$ cat src/rtl/stream_demux_n.sv
// ---------------------------------------------------------------------------
// stream_demux_n
//   Registered, flow-controlled 1-to-NUM_CH stream demultiplexer. A single
//   holding register carries one beat toward the channel named by in_sel.
//   Out-of-range selects are dropped and recorded in a sticky error flag and
//   a saturating drop counter.
//
// Ports
//   clk        : clock, rising edge
//   rst_n      : asynchronous active-low reset
//   in_valid   : producer beat valid
//   in_ready   : block accepts a beat this cycle (combinational from out_ready)
//   in_data    : producer payload [DATA_W]
//   in_sel     : destination channel index [SEL_W]
//   out_valid  : per-channel valid [NUM_CH], at most one bit set
//   out_ready  : per-channel consumer ready [NUM_CH]
//   out_data   : payload shared by all channels [DATA_W]
//   clr_err    : synchronous clear of err_sel and drop_count
//   err_sel    : sticky flag, an out-of-range select was dropped
//   drop_count : saturating count of dropped beats [16]
// ---------------------------------------------------------------------------
module stream_demux_n #(
  parameter int DATA_W = 8,
  parameter int NUM_CH = 8,
  parameter int SEL_W  = 3
) (
  input  logic              clk,
  input  logic              rst_n,
  input  logic              in_valid,
  output logic              in_ready,
  input  logic [DATA_W-1:0] in_data,
  input  logic [SEL_W-1:0]  in_sel,
  output logic [NUM_CH-1:0] out_valid,
  input  logic [NUM_CH-1:0] out_ready,
  output logic [DATA_W-1:0] out_data,
  input  logic              clr_err,
  output logic              err_sel,
  output logic [15:0]       drop_count
);

  generate
    if (DATA_W < 1) begin : g_bad_data_w
      $error("stream_demux_n: DATA_W must be >= 1");
    end
    if (NUM_CH < 2 || NUM_CH > 16) begin : g_bad_num_ch
      $error("stream_demux_n: NUM_CH must be in 2..16");
    end
    if ((2 ** SEL_W) < NUM_CH) begin : g_bad_sel_w
      $error("stream_demux_n: SEL_W too narrow for NUM_CH");
    end
  endgenerate

  // One extra bit so NUM_CH == 2**SEL_W is representable in the compare.
  localparam logic [SEL_W:0] LP_NUM_CH = (SEL_W + 1)'(NUM_CH);

  logic              r_hold_valid;
  logic [SEL_W-1:0]  r_hold_ch;
  logic [DATA_W-1:0] r_hold_data;
  logic              r_err_sel;
  logic [15:0]       r_drop_count;

  logic              w_sel_ready;
  logic              w_drain;
  logic              w_accept;
  logic              w_in_range;
  logic              w_load;
  logic              w_drop;

  // Ready of the held destination only; other channels' ready is ignored.
  always_comb begin
    w_sel_ready = 1'b0;
    for (int unsigned i = 0; i < NUM_CH; i++) begin
      if (r_hold_ch == SEL_W'(i)) begin
        w_sel_ready = out_ready[i];
      end
    end
  end

  always_comb begin
    in_ready   = !r_hold_valid || w_sel_ready;
    w_drain    = r_hold_valid && w_sel_ready;
    w_accept   = in_valid && in_ready;
    w_in_range = ({1'b0, in_sel} < LP_NUM_CH);
    w_load     = w_accept && w_in_range;
    w_drop     = w_accept && !w_in_range;
  end

  // Holding register: a load replaces a draining beat on the same edge; a
  // dropped beat never loads, so the held beat only clears if it drained.
  always_ff @(posedge clk or negedge rst_n) begin
    if (!rst_n) begin
      r_hold_valid <= 1'b0;
      r_hold_ch    <= '0;
      r_hold_data  <= '0;
    end else if (w_load) begin
      r_hold_valid <= 1'b1;
      r_hold_ch    <= in_sel;
      r_hold_data  <= in_data;
    end else if (w_drain) begin
      r_hold_valid <= 1'b0;
    end
  end

  // A drop in the same cycle as clr_err wins: flag set, count restarts at 1.
  always_ff @(posedge clk or negedge rst_n) begin
    if (!rst_n) begin
      r_err_sel    <= 1'b0;
      r_drop_count <= '0;
    end else if (w_drop) begin
      r_err_sel <= 1'b1;
      if (clr_err) begin
        r_drop_count <= 16'd1;
      end else if (r_drop_count != '1) begin
        r_drop_count <= r_drop_count + 16'd1;
      end
    end else if (clr_err) begin
      r_err_sel    <= 1'b0;
      r_drop_count <= '0;
    end
  end

  always_comb begin
    out_valid = '0;
    for (int unsigned i = 0; i < NUM_CH; i++) begin
      out_valid[i] = r_hold_valid && (r_hold_ch == SEL_W'(i));
    end
  end

  assign out_data   = r_hold_data;
  assign err_sel    = r_err_sel;
  assign drop_count = r_drop_count;

endmodule

$ cat config.mk
export PLATFORM = sky130hd
export DESIGN_NAME = stream_demux_n
export DESIGN_NICKNAME = d
export VERILOG_FILES = /design/src/rtl/stream_demux_n.sv
export SDC_FILE = /design/constraint.sdc
export NUM_CORES = 1
export LEC_CHECK = 0
export CAP_MARGIN = 0
export CORE_UTILIZATION = 33
export CTS_CLUSTER_SIZE = 30
export DETAILED_ROUTE_END_ITERATION = 10
export GPL_TIMING_DRIVEN = 1
export PLACE_DENSITY = 0.86
export SLEW_MARGIN = 20
export SYNTH_ARGS = -nofsm -noshare
export SYNTH_HDL_FRONTEND = slang
export SYNTH_SLANG_ARGS = --single-unit
$ cat constraint.sdc
create_clock -name clk -period 2.4 [get_ports clk]
set_input_delay 0.36 -clock clk [delete_from_list [all_inputs] [get_ports clk]]
set_output_delay 0.36 -clock clk [all_outputs]
set_load 0.01 [all_outputs]
* After elaboration in Yosys (flattened, before gate mapping)
Index checks and enable logic that the tools add are counted.
** Storage, ports and cells
- Bits in registers :: 12
- Output and inout bits :: 34
- Word-level logic and storage cells :: 34
- Input port bits :: 23
** Cells by class
- Mux-type cells :: 10
- Equal/unequal tests :: 7
- Reduce and logical (&&, ||, !) cells :: 14
** Operator list (count)
- 3-bit == test (second input constant) :: 4
- 1-bit logical AND :: 10
- 1-bit 2-to-1 mux :: 10
- 3-bit by 2-bit == test with 1-bit output (second input constant) :: 2
- 3-bit by 1-bit == test with 1-bit output (second input constant) :: 1
- 3-bit logical NOT :: 1
- 2-bit nonzero test :: 1
- 1-bit logical NOT :: 1
- 1-bit logical OR :: 1

* Longest topological paths before layout
Gate-level depths: netlist (run 1).
- Depth after elaboration :: 12
- Depth in mapped cells :: 4
- Gate-level depth less buffers :: 3

* Least setup slack after synthesis (run 1)
No wires, ideal clock.
- Path kind :: reg-to-reg
- Start point :: register r_hold_ch[0]
- End point :: register r_hold_data[0], in the netlist out_data[0]
- Setup slack :: 0.544 ns
- Required time :: 2.275 ns
- Cell stages (with the launch flop) :: 5
- Buffers on the path :: 1
- Period minus slack after synthesis :: 1.856 ns
- Setup time :: 0.125 ns
- Arrival time :: 1.731 ns
- Cells stage by stage :: dfrtp_1 > buf_6 > mux4_2 > o221ai_4 > mux2_4
** On the way
- Cells in the longest elaborated chain, start to end :: 11
- Elaborated cells between the ends (all ways) :: 18
- Those cells by class :: eq/ne: 7; mux: 8; reduce/logical: 3
** RTL lines
- from (decl) :: RTL line 57 : logic [SEL_W-1:0] r_hold_ch;
- from (signal assigned) :: RTL line 97 : r_hold_ch <= in_sel;
- 3-bit logical NOT :: RTL line 73 : if (r_hold_ch == SEL_W'(i)) begin
- 1-bit 2-to-1 mux (7 in series) :: RTL line 73
- 1-bit 2-to-1 mux (*) :: RTL line 73
- 1-bit logical OR (*) :: RTL line 80 : in_ready = !r_hold_valid || w_sel_ready;
- 1-bit logical AND (*) :: RTL line 82 : w_accept = in_valid && in_ready;
- to (signal assigned) :: RTL line 98 : r_hold_data <= in_data;
- to (decl) :: RTL line 58 : logic [DATA_W-1:0] r_hold_data;
Every way passes the cells marked *; elsewhere a longest branch is shown, timed or not.
A chain may end at the register's enable or synchronous reset.

* Worst setup path in the final report (run 1)
- Start point :: register r_hold_ch[2]
- End point :: output port out_valid[0]
** On the way
- Cells in the longest elaborated chain, start to end :: 2
** RTL lines
- 3-bit logical NOT :: RTL line 125 : out_valid[i] = r_hold_valid && (r_hold_ch == SEL_W'(i));
- 1-bit logical AND :: RTL line 125
- to (decl) :: RTL line 33 : output logic [NUM_CH-1:0] out_valid,
No other way between the ends.

==> flow_summary_export.csv, run 1 <==
group,metric,value,unit
synthesis,ys_seq_elements,12,
floorplan,die_h,49.9,um
floorplan,die_w,49.9,um
place,place.port_buffers,38,
sta,slew_viol_final,0,
clock_network,cts.reportedPaths.clkPinSlew,0.07,ns
critical_path,path_max_fanout,6,
global_routing,grtUsageTotal,14.2,%
critical_path,cp_slowest_stage_delay,0.57,ns
synthesis,yosysWarnings,0,
clock_network,cts_buffers,3,
synthesis,syn-mean-instance-area,12.2,um^2
route,drt-initial-drc-count,9,
clock_network,clkLatencyLatePin,0.26,ns
route,post_drt_wl_per_cell,11.4,um
sta,tightest_slew,0.521,ns
sta,period_share,85.3,%
critical_path,crit_chain,"nand2b_1 > nor3_1 > clkdlybuf4s50_1",
synthesis,syn_inst,62,
job,max-cap-violations,0,
sta,rsz0062_at_grt,"no",
run_status,status,"finished, final reports clean",
hold_path,hold_path_class,"primary input to async pin",
synthesis,synth_area,758,um^2
sta,finalHoldViolations,0,
clock_network,cts_hold_buf,0,
route,viasPerCell,4.28,
sta,finalClockSkew,0.00108,ns
sta,max_freq,489,MHz
synthesis,synth_area_leaders,"dfrtp_1, mux2_4, buf_4",
floorplan,start_util,36.8,%
synthesis,synth_cell_types,16,
route,num_vias,574,
synthesis,synth_seq_area_share,39.6,%
clock_network,clockBufferDepth,2,
synthesis,yosysTopAreaCellShare,39.6,%
critical_path,critPathKind,"flop to primary output",
clock_network,cts_tree,"done",
cells_and_area,final_nets,131,
cells_and_area,post-route-cell-area,1180,um^2
sta,period_minus_slack,2.05,ns
pwr,p_leak,0.000537,uW
sta,maxSlewHeadroom,65.2,%
critical_path,critPathCaptureType,"primary output",
synthesis,synth.largest_area_cell,"dfrtp_1",
global_routing,grt_pass1_wl,2740,um
sta,hold_slack,0.436,ns
floorplan,core,2060,um^2
sta,setup_tns,0,ns
critical_path,crit_required,2.04,ns
clock_network,cts.sinks,12,
cells_and_area,antenna_cells,0,
sta,setup_viol,0,
critical_path,r2r_cells,5,
global_routing,grt_overflow_total,0,
clock_network,cts_root_buf,"clkbuf_4",
cells_and_area,final_common_cell,"clkdlybuf4s50_1",
cells_and_area,syn2layout_area_growth,56.1,%
global_routing,grt_max_degree,13,
pwr,total_power,1390,uW
route,dr.pass1.iters,4,
place,routabilityCongestion,0.725,
critical_path,cp_data_arrival_time,1.69,ns
global_routing,grt_pass1_vias,617,
cells_and_area,mostFrequentLayoutCells,"clkdlybuf4s50_1, conb_1, dfrtp_1, mux2_4, nor2_1",
clock_network,h-tree-depth,1,
cells_and_area,finalCoreUtilization,57.4,%
critical_path,critPathLaunchType,"flop",
route,drt-total-wl,1520,um
route,postRouteAntennaNets,0,
floorplan,io_pins,57,
place,placed_cell_area,1140,um^2
pwr,power_density,1170,nW/um^2
cells_and_area,drive_above_1_share,21.5,%
floorplan,rows,16,
pwr,peakVddDrop,0.000588,V
global_routing,antenna_found_initial,0,
route,drc,0,
floorplan,die-area,2490,um^2
place,dp_hpwl,1250,um
critical_path,slowest_stage,"clkdlybuf4s50_1",
==> metal layers <==
| metal | vias up | GRT usage (%) | part of all wire [%] |
|---|---|---|---|
| met5 | - | 0 | 0 |
| met4 | 0 | 4.29 | 0 |
| li1 | 268 | - | - |
| met1 | 265 | 14.7 | 39 |
| met3 | 0 | 4.01 | 11 |
| met2 | 41 | 27.0 | 50 |
==> layout make-up <==
class / instances / area [um^2]
clock buffers: 4 / 36.3
repair buffers: 43 / 433
flip-flops and latches: 12 / 302
inverters: 1 / 3.75
well taps: 27 / 33.8
multi-input cells: 47 / 375
fillers: 177 / 878
==> report_power, final <==
part | leakage (uW) | internal [uW] | total (uW) | switching, uW
sequential | 0.000139 | 306 | 395 | 88.7
combinational | 0.000377 | 531 | 838 | 307
clock | 0.0000210 | 92.1 | 156 | 64.4
total | 0.000537 | 929 | 1390 | 460
==> sequential cells by signal, summed over array words and instances (netlist names) <==
register / count
r_hold_valid: 1
out_data: 8
r_hold_ch: 3
==> synth_stat cells, drive strengths merged <==
cell	count
nor3	2
mux4	2
nand2b	3
o221ai	1
o22a	1
or2b	1
inv	1
dfrtp	12
nor2	6
buf	18
mux2	10
o21ai	1
conb	1
a32o	1
nand2	2
==> metrics by stage <==
stage	worst slack, ns	instances
6_report	0.354	134
5_1_grt	0.227	134
4_1_cts	0.0205	133
3_5_place_dp	0.0644	129
3_3_place_gp	0.0700	129
2_1_floorplan	0.544	78
==> critical path, delay by kind of cell (launching register included) <==
kind | cells | cell delay (ns)
flops | 1 | 0.40
simple gates | 2 | 0.45
buf+inv | 1 | 0.57
==> path summary, 6_finish.rpt <==
check	slack, ns	start	to
worst max-delay path	0.35	r_hold_ch[2]$_DFFE_PN0P_	out_valid[0]
worst min-delay path	0.44	rst_n	out_data[6]$_DFFE_PN0P_
worst max register to register	0.46	r_hold_ch[0]$_DFFE_PN0P_	r_hold_ch[1]$_DFFE_PN0P_
worst min register to register	0.51	out_data[3]$_DFFE_PN0P_	out_data[3]$_DFFE_PN0P_
max in group asynchronous	1.59	rst_n	r_hold_ch[0]$_DFFE_PN0P_
min in group clk	0.51	out_data[3]$_DFFE_PN0P_	out_data[3]$_DFFE_PN0P_
==> cells by family (layout without fill, tap and decap cells) <==
kind of cell	Yosys count	in the layout	share of synthesized area, %
AO/OA/AOI/OAI	4	4	6.60
buffers and inverters	19	48	18.8
flip-flops	12	12	39.6
multiplexers	12	12	25.7
other	1	17	0.495
AND/OR/NAND/NOR	14	14	8.75
==> timing repair <==
item | 4_1_cts | 5_1_grt
resized for setup | 1 | 1
hold endpoints to repair | 0 | 0
cloned | 0 | 0
pin swaps | 0 | 0
endpoints found under the setup margin | 1 | 1
setup buffers | 0 | 1
No activity file was read; power rests on OpenSTA's default activity.
==> inputs of run 2 (changes only) <==
- RECOVER_POWER: not set -> 50
==> flow_summary_export.csv, run 2 (synthesis results as in run 1) <==
group,metric,value,unit
sta,setup_viol,0,
route,num_vias,574,
critical_path,critPathCaptureType,"primary output",
clock_network,clockBufferDepth,2,
run_status,status,"finished, final reports clean",
route,drt-initial-drc-count,9,
pwr,p_leak,0.000540,uW
clock_network,clkLatencyLatePin,0.26,ns
global_routing,grtUsageTotal,14.2,%
route,dr.pass1.iters,3,
critical_path,critPathKind,"flop to primary output",
pwr,power.internal,903,uW
cells_and_area,syn2layout_area_growth,55.9,%
place,placedCellCount,129,
sta,max_freq,476,MHz
pwr,power_density,1150,nW/um^2
cells_and_area,fill_cells,177,
clock_network,cts_buffers,3,
cells_and_area,final_common_cell,"clkdlybuf4s50_1",
clock_network,cts_root_buf,"clkbuf_4",
cells_and_area,drive_above_1_share,20.6,%
route,post_drt_wl_per_cell,11.4,um
cells_and_area,mostFrequentLayoutCells,"clkdlybuf4s50_1, conb_1, dfrtp_1, mux2_4, dlygate4sd3_1",
pwr,swShare,33.6,%
global_routing,grt_pass1_vias,617,
floorplan,rows,16,
sta,maxSlewHeadroom,64.7,%
place,place.port_buffers,38,
cells_and_area,final_nets,131,
pwr,peakVddDrop,0.000586,V
sta,postLayoutSetupSlackWorst,0.301,ns
clock_network,cts.sinks,12,
critical_path,path_max_fanout,7,
floorplan,start_util,36.8,%
sta,setup_tns,0,ns
sta,period_share,87.5,%
critical_path,cp_slowest_stage_delay,0.57,ns
floorplan,die_w,49.9,um
place,dp_hpwl,1250,um
route,drc,0,
global_routing,antenna_found_initial,0,
pwr,combPwrFrac,59.9,%
route,viasPerCell,4.28,
floorplan,core,2060,um^2
pwr,p_switching,458,uW
floorplan,die-area,2490,um^2
route,postRouteAntennaNets,0,
place,routabilityCongestion,0.725,
route,drt-total-wl,1530,um
clock_network,cts.reportedPaths.clkPinSlew,0.07,ns
cells_and_area,seq_area,300,um^2
clock_network,h-tree-depth,1,
global_routing,grt_overflow_total,0,
clock_network,cts_tree,"done",
sta,rsz0062_at_grt,"no",
critical_path,slowest_stage,"mux4_2",
place,preCtsSetupSlack,0.0644,ns
global_routing,grt_max_degree,13,
critical_path,crit_required,2.04,ns
critical_path,crit_chain,"mux4_2 > o22a_1 > dlymetal6s2s_1",
sta,finalClockSkew,0.00109,ns
job,max-cap-violations,0,
critical_path,cp_data_arrival_time,1.74,ns
global_routing,grt_pass1_wl,2740,um
pwr,p_seq_share,28.6,%
hold_path,hold_path_class,"primary input to async pin",
sta,tightest_slew,0.527,ns
floorplan,die_h,49.9,um
sta,hold_slack,0.506,ns
critical_path,critPathLaunchType,"flop",
cells_and_area,antenna_cells,0,
pwr,clkPwrFrac,11.5,%
cells_and_area,largest_reg_flops,8,
sta,period_minus_slack,2.10,ns
sta,finalHoldViolations,0,
floorplan,io_pins,57,
cells_and_area,multi_input_area,375,um^2
sta,slew_viol_final,0,
cells_and_area,fin_cells,134,
[run 2: cell count changes in the layout (fill, tap and decap cells not counted), sizes merged]
| cell | delta |
|---|---|
| dlygate4sd3 | +8 |
| clkdlybuf4s50 | -8 |
[run 2: worst max-delay path, delay by kind of cell (launching register included)]
family	cells	cell delay [ns]
AO/OA/AOI/OAI	1	0.24
buffers and inverters	1	0.18
flip-flops	1	0.49
multiplexers	1	0.57
[run 2: power by group through the flow]
stage / clock network [uW] / registers (uW) / logic, uW
floorplan: 0 / 402 / 452
global placement: 0 / 397 / 810
detailed placement: 0 / 401 / 829
CTS: 166 / 400 / 833
global route: 174 / 414 / 880
finish: 156 / 390 / 815
[run 2: path summary, 6_finish.rpt]
kind                                               start                 endpoint  slack (ns)  cells after the start
worst max-delay path            r_hold_ch[0]$_DFFE_PN0P_                 in_ready        0.30                      3
worst min-delay path                               rst_n  out_data[6]$_DFFE_PN0P_        0.51                      1
worst max register to register  r_hold_ch[0]$_DFFE_PN0P_  out_data[3]$_DFFE_PN0P_        0.39                      5
worst min register to register   out_data[7]$_DFFE_PN0P_  out_data[7]$_DFFE_PN0P_        0.51                      1
max in group asynchronous                          rst_n  out_data[7]$_DFFE_PN0P_        1.55                      1
min in group clk                 out_data[7]$_DFFE_PN0P_  out_data[7]$_DFFE_PN0P_        0.51                      1
[run 2: cell type report]
class,count,share of cell area (%)
Clock buffer,4,3.07
Inverter,1,0.317
Multi-Input combinational cell,47,31.7
Sequential cell,12,25.4
Tap cell,27,2.86
Timing Repair Buffer,43,36.6
[run 2: per-layer routing]
metal	part of all wire (%)	global-route usage [%]
met5	0	0
met3	10	4.01
met4	0	4.29
met2	50	27.0
met1	40	14.7
[run 2: stage by stage]
stage          cell area [um^2]  total power, uW  utilization, %
2_1_floorplan               818              853               -
3_3_place_gp               1140             1210            55.1
3_5_place_dp               1140             1230            55.1
4_1_cts                    1170             1400            56.9
5_1_grt                    1180             1470            57.3
6_report                   1180             1360            57.3
[run 2: what timing repair did]
item,CTS,global route
buffers inserted,0,1
resized for setup,1,1
hold buffers,0,0
endpoints found under the setup margin,1,1
hold endpoints to repair,0,0
